<file path="src/rtl/inst_pattern_match.sv">
// Thumb / Thumb-2 instruction field extractor.
// Purely combinational pattern decode of one 16- or 32-bit instruction,
// followed by a single output register stage (1-cycle latency).
module inst_pattern_match (
    input  logic        clk,
    input  logic        rst,
    input  logic [31:0] inst,
    input  logic        carry_in,
    output logic [3:0]  rd,
    output logic [3:0]  rd2,
    output logic [3:0]  ra,
    output logic [3:0]  rb,
    output logic        imm_or_reg,
    output logic        shift_or_not,
    output logic        thumb_or_not,
    output logic [31:0] imm32,
    output logic [11:0] imm12,
    output logic [1:0]  s_type,
    output logic [4:0]  s_offset,
    output logic        index,
    output logic        add,
    output logic        wback,
    output logic        reg_mask
);

    localparam int unsigned REG_W   = 4;
    localparam int unsigned IMM32_W = 32;
    localparam int unsigned IMM12_W = 12;

    typedef struct packed {
        logic [REG_W-1:0]   rd;
        logic [REG_W-1:0]   rd2;
        logic [REG_W-1:0]   ra;
        logic [REG_W-1:0]   rb;
        logic               imm_or_reg;
        logic               shift_or_not;
        logic               thumb_or_not;
        logic [IMM32_W-1:0] imm32;
        logic [IMM12_W-1:0] imm12;
        logic [1:0]         s_type;
        logic [4:0]         s_offset;
        logic               index;
        logic               add;
        logic               wback;
        logic               reg_mask;
    } dec_t;

    logic [15:0]        w_hw1;
    logic [15:0]        w_hw2;
    logic               w_is32;
    logic [11:0]        w_mimm12;
    logic [31:0]        w_rot_src;
    logic [31:0]        w_mimm32;
    dec_t               w_dec;
    dec_t               r_dec;
    logic               w_unused;

    assign w_hw1    = inst[31:16];
    assign w_hw2    = inst[15:0];
    assign w_is32   = (inst[31:27] == 5'b11101) || (inst[31:27] == 5'b11110) ||
                      (inst[31:27] == 5'b11111);
    assign w_mimm12 = {w_hw1[10], w_hw2[14:12], w_hw2[7:0]};
    assign w_rot_src = {24'd0, 1'b1, w_mimm12[6:0]};

    // APSR.C is reserved and the LDM/STM/LDRD load bit is not a decoded field.
    assign w_unused = ^{carry_in, w_hw1[4]};

    // ThumbExpandImm of the modified-immediate field.
    always_comb begin
        w_mimm32 = '0;
        if (w_mimm12[11:10] == 2'b00) begin
            case (w_mimm12[9:8])
                2'b00:   w_mimm32 = {24'd0, w_mimm12[7:0]};
                2'b01:   w_mimm32 = {8'd0, w_mimm12[7:0], 8'd0, w_mimm12[7:0]};
                2'b10:   w_mimm32 = {w_mimm12[7:0], 8'd0, w_mimm12[7:0], 8'd0};
                default: w_mimm32 = {4{w_mimm12[7:0]}};
            endcase
        end else begin
            // Rotation amount is always >= 8 here, so the left shift never reaches 32.
            w_mimm32 = (w_rot_src >> w_mimm12[11:7]) |
                       (w_rot_src << (6'd32 - {1'b0, w_mimm12[11:7]}));
        end
    end

    // Pattern match and field extraction; unmatched encodings leave fields at zero.
    always_comb begin
        w_dec              = '0;
        w_dec.thumb_or_not = ~w_is32;
        if (!w_is32) begin
            if ((w_hw1[15:13] == 3'b000) && (w_hw1[12:11] != 2'b11)) begin
                w_dec.rd           = REG_W'(w_hw1[2:0]);
                w_dec.rb           = REG_W'(w_hw1[5:3]);
                w_dec.s_type       = w_hw1[12:11];
                w_dec.s_offset     = w_hw1[10:6];
                w_dec.shift_or_not = 1'b1;
            end else if (w_hw1[15:11] == 5'b00011) begin
                w_dec.rd = REG_W'(w_hw1[2:0]);
                w_dec.ra = REG_W'(w_hw1[5:3]);
                if (w_hw1[10]) begin
                    w_dec.imm32      = IMM32_W'(w_hw1[8:6]);
                    w_dec.imm_or_reg = 1'b1;
                end else begin
                    w_dec.rb = REG_W'(w_hw1[8:6]);
                end
            end else if (w_hw1[15:13] == 3'b001) begin
                w_dec.rd         = REG_W'(w_hw1[10:8]);
                w_dec.ra         = REG_W'(w_hw1[10:8]);
                w_dec.imm32      = IMM32_W'(w_hw1[7:0]);
                w_dec.imm_or_reg = 1'b1;
            end else if (w_hw1[15:10] == 6'b010000) begin
                w_dec.rd = REG_W'(w_hw1[2:0]);
                w_dec.ra = REG_W'(w_hw1[2:0]);
                w_dec.rb = REG_W'(w_hw1[5:3]);
            end else if (w_hw1[15:13] == 3'b011) begin
                w_dec.rd    = REG_W'(w_hw1[2:0]);
                w_dec.ra    = REG_W'(w_hw1[5:3]);
                // Byte forms use imm5 directly, word forms scale by 4.
                w_dec.imm32 = w_hw1[12] ? IMM32_W'(w_hw1[10:6])
                                        : IMM32_W'({w_hw1[10:6], 2'b00});
                w_dec.index = 1'b1;
                w_dec.add   = 1'b1;
            end else if ((w_hw1[15:12] == 4'b1011) && (w_hw1[10:9] == 2'b10)) begin
                w_dec.ra       = REG_W'(13);
                w_dec.reg_mask = 1'b1;
            end else if (w_hw1[15:12] == 4'b1100) begin
                w_dec.ra       = REG_W'(w_hw1[10:8]);
                w_dec.reg_mask = 1'b1;
            end
        end else begin
            if ((w_hw1[15:11] == 5'b11110) && !w_hw1[9] && !w_hw2[15]) begin
                w_dec.ra         = w_hw1[3:0];
                w_dec.rd         = w_hw2[11:8];
                w_dec.imm12      = w_mimm12;
                w_dec.imm32      = w_mimm32;
                w_dec.imm_or_reg = 1'b1;
            end else if (w_hw1[15:9] == 7'b1110101) begin
                w_dec.ra           = w_hw1[3:0];
                w_dec.rd           = w_hw2[11:8];
                w_dec.rb           = w_hw2[3:0];
                w_dec.s_type       = w_hw2[5:4];
                w_dec.s_offset     = {w_hw2[14:12], w_hw2[7:6]};
                w_dec.shift_or_not = 1'b1;
            end else if ((w_hw1[15:8] == 8'hF8) && w_hw1[7]) begin
                w_dec.rd    = w_hw2[15:12];
                w_dec.ra    = w_hw1[3:0];
                w_dec.imm12 = w_hw2[11:0];
                w_dec.imm32 = IMM32_W'(w_hw2[11:0]);
                w_dec.index = 1'b1;
                w_dec.add   = 1'b1;
            end else if ((w_hw1[15:8] == 8'hF8) && !w_hw1[7] && w_hw2[11]) begin
                w_dec.rd    = w_hw2[15:12];
                w_dec.ra    = w_hw1[3:0];
                w_dec.imm32 = IMM32_W'(w_hw2[7:0]);
                w_dec.index = w_hw2[10];
                w_dec.add   = w_hw2[9];
                w_dec.wback = w_hw2[8];
            end else if ((w_hw1[15:9] == 7'b1110100) && w_hw1[6]) begin
                w_dec.rd    = w_hw2[15:12];
                w_dec.rd2   = w_hw2[11:8];
                w_dec.ra    = w_hw1[3:0];
                w_dec.imm32 = IMM32_W'({w_hw2[7:0], 2'b00});
                w_dec.index = w_hw1[8];
                w_dec.add   = w_hw1[7];
                w_dec.wback = w_hw1[5];
            end else if ((w_hw1[15:9] == 7'b1110100) && !w_hw1[6]) begin
                w_dec.ra       = w_hw1[3:0];
                w_dec.reg_mask = 1'b1;
                w_dec.wback    = w_hw1[5];
            end
        end
    end

    // Output register; reset clears every field.
    always_ff @(posedge clk) begin
        if (rst) begin
            r_dec <= '0;
        end else begin
            r_dec <= w_dec;
        end
    end

    assign rd           = r_dec.rd;
    assign rd2          = r_dec.rd2;
    assign ra           = r_dec.ra;
    assign rb           = r_dec.rb;
    assign imm_or_reg   = r_dec.imm_or_reg;
    assign shift_or_not = r_dec.shift_or_not;
    assign thumb_or_not = r_dec.thumb_or_not;
    assign imm32        = r_dec.imm32;
    assign imm12        = r_dec.imm12;
    assign s_type       = r_dec.s_type;
    assign s_offset     = r_dec.s_offset;
    assign index        = r_dec.index;
    assign add          = r_dec.add;
    assign wback        = r_dec.wback;
    assign reg_mask     = r_dec.reg_mask;

endmodule

</file>
<file path="config.mk">
export PLATFORM = sky130hd
export DESIGN_NAME = inst_pattern_match
export DESIGN_NICKNAME = d
export VERILOG_FILES = /design/src/rtl/inst_pattern_match.sv
export SDC_FILE = /design/constraint.sdc
export NUM_CORES = 1
export LEC_CHECK = 0
export CAP_MARGIN = 20
export CORE_MARGIN = 5
export CORE_UTILIZATION = 45
export CTS_CLUSTER_SIZE = 30
export DETAILED_ROUTE_END_ITERATION = 16
export PLACE_DENSITY = 0.75
export SYNTH_ARGS = -nofsm -noshare
export SYNTH_HDL_FRONTEND = slang
export SYNTH_SLANG_ARGS = --single-unit
</file>
<file path="constraint.sdc">
create_clock -name clk -period 4.48 [get_ports clk]
set_clock_uncertainty 0.15 [all_clocks]
set_input_delay 0.448 -clock clk [delete_from_list [all_inputs] [get_ports clk]]
set_output_delay 0.448 -clock clk [all_outputs]
set_load 0.02 [all_outputs]
</file>
==> impl_metrics.py <==
metrics = {
    "cts": {
        "ctsRootBufferMaster": "clkbuf_8",
        "postCtsSetupRepairBufs": 0,
        "clkTransAtPathRegs_ns": 0.09,
        "cts_max_level": 3,
        "cts_tree": "done",
        "numCtsBuffers": 9,
        "cts-resized-gates": 0,
        "cts_sinks": 74,
        "cts_max_path_buffers": 2,
        "postCtsHoldBufs": 0,
    },
    "worst_setup_path": {
        "start_kind": "input port",
        "end_kind": "register",
        "worst-path-buf-inv": 2,
        "required_ns": 4.58,
        "critPathKind": "input port to register",
        "slowest_stage": "ha_1",
        "cp_max_fo": 16,
        "critPathMaxStageDelay_ns": 0.70,
        "crit_arrival_ns": 3.34,
        "crit_chain": "clkdlybuf4s50_1 -> clkinv_1 -> ha_1 -> mux2_2 -> mux2i_1 -> o21ai_0 -> a221o_1",
        "crit_family": "multiplexers",
    },
    "grt": {
        "grt_max_degree": 37,
        "track_usage": 0.253,
        "grt_overflow_total": 0,
        "grt_pass1_wl_mm": 22.6,
        "grt_pass1_vias": 4073,
        "antenna_found_initial": 0,
    },
    "timing": {
        "hold_viol_final": 0,
        "layout_min_cycle_time_ns": 3.24,
        "worst_pin_slew_ns": 0.760,
        "drv_slew": 0,
        "finalCritPeriodShare": 0.724,
        "rsz0062_at_grt": "no",
        "max_freq_ghz": 0.308,
        "tns_ns": 0,
        "setup-violations-final": 0,
        "hold-worst-slack_ns": 0.648,
        "relSlewSlack": 0.490,
    },
    "logic_synthesis": {
        "yosysWarnings": 0,
        "synthArstFlopShare": 0,
        "synth-seq-cells": 74,
        "synthTopCellsByArea": "dfxtp_1, a21oi_1, o21ai_0",
        "synth_top_area_frac": 0.353,
        "synth_edf_count": 0,
        "synth_area_um2": 4190,
        "synth.distinct_cells": 74,
        "avgSynthCellArea_um2": 8.19,
        "synthMostInstantiatedCell": "dfxtp_1",
        "synth_commonest_cells": "dfxtp_1, nand2_1, a21oi_1",
        "yosysSeqAreaShare": 0.353,
        "synth_fp_nets": 549,
        "yosys_most_used_dff": "dfxtp_1",
        "synth_top_cell_by_area": "dfxtp_1",
        "syn_inst": 512,
    },
    "power_and_ir_drop": {
        "p_leak_uw": 0.00197,
        "power_density_nw_per_um2": 279,
        "p_total_uw": 1530,
        "peakVddDrop_mv": 0.179,
    },
    "floorplan": {
        "die-area_um2": 11400,
        "rows": 35,
        "io_pins": 109,
        "initial_core_util": 0.458,
        "core_region_area_um2": 9150,
        "die_w_um": 107,
        "die_h_um": 107,
    },
    "status": {
        "status": "complete, no violations",
    },
    "drt": {
        "ant_nets": 0,
        "routed_wl_mm": 14.7,
        "drc_errors": 0,
        "routed_via_density": 6.32,
        "vias": 4493,
        "wl_per_cell_um": 20.7,
        "drtPass1Iterations": 6,
        "drtIter0Drc": 501,
    },
    "finish": {
        "largest_reg_flops": 32,
        "n_antenna_cell": 0,
        "nFillCells": 796,
        "finish.utilization": 0.600,
        "layout.nets": 632,
        "drive_above_1_share": 0.0950,
        "area_growth_pct": 31.0,
    },
    "hold_path": {
        "holdCritPathClass": "input port to register",
    },
    "place": {
        "dpl.hpwl_mm": 10.5,
        "port-buffer-count": 107,
        "place_congestion": 0.953,
    },
    "run": {
        "maxCapViolCount": 0,
    },
}
routing by layer:
layer  up-vias  share of wire  global-route usage  wire, um
li1       2044              -                   -         -
met1      2104           0.42               0.343      6140
met2       308           0.45               0.394      6660
met3        37           0.10              0.0553      1520
met4         0          0.026              0.0950       375
met5         -              0                   0         0
layout make-up:
cell class              instances  area, um^2  area share
multi-input cells             380        2460       0.448
repair buffers                120        1170       0.213
clock inverters                 7        82.6      0.0150
well taps                     111         139      0.0253
flip-flops and latches         74        1480       0.270
clock buffers                   9         124      0.0226
inverters                      10        37.5     0.00683
worst paths after layout:
| path | slack, ns | to | cells after the start | from |
|---|---|---|---|---|
| worst max-delay path | 1.24 | imm32[5]$_SDFF_PP0_ | 7 | inst[7] |
| worst min-delay path | 0.65 | rd[3]$_SDFF_PP0_ | 3 | inst[15] |
stage by stage:
stage | cells | area, um^2 | worst slack [ns]
2_1_floorplan | 512 | 4190 | 1.67
3_3_place_gp | 695 | 5290 | 0.961
3_5_place_dp | 695 | 5290 | 0.930
4_1_cts | 711 | 5490 | 1.29
5_1_grt | 711 | 5490 | 1.10
6_report | 711 | 5490 | 1.24
layout by cell type, fill, tap and decap left out, drive strengths merged, types with 4 or more instances in the layout:
master	synthesis	final
nor2	35	35
nor3b	4	4
or2	4	4
o211ai	5	5
nor4	5	5
clkbuf	31	9
dfxtp	74	74
mux2	7	7
a21oi	40	40
a32oi	4	4
nor3	15	15
a21o	4	4
a211oi	5	5
o21ai	39	39
and2	16	16
and3	5	5
inv	9	13
or3	6	6
nand2	44	44
nor2b	13	13
a221o	6	6
a22oi	20	20
mux2i	11	11
nand2b	10	10
buf	17	13
clkdlybuf4s50	0	107
nand3	11	11
o22ai	6	6
nand4	4	4
power by group:
group | internal, uW | switching [uW]
Sequential | 666 | 2.13
Combinational | 123 | 193
Clock | 267 | 280
Total | 1060 | 476
kinds of logic after synthesis:
logic type                 synth area share
and+or+nand+nor                       0.239
buffers and inverters                0.0603
adders and majority gates           0.00597
muxes                                0.0504
xor gates and xnor gates             0.0173
AOI/OAI and AO/OA                     0.274
DFF                                   0.353
(Power assumes the default switching activity.)
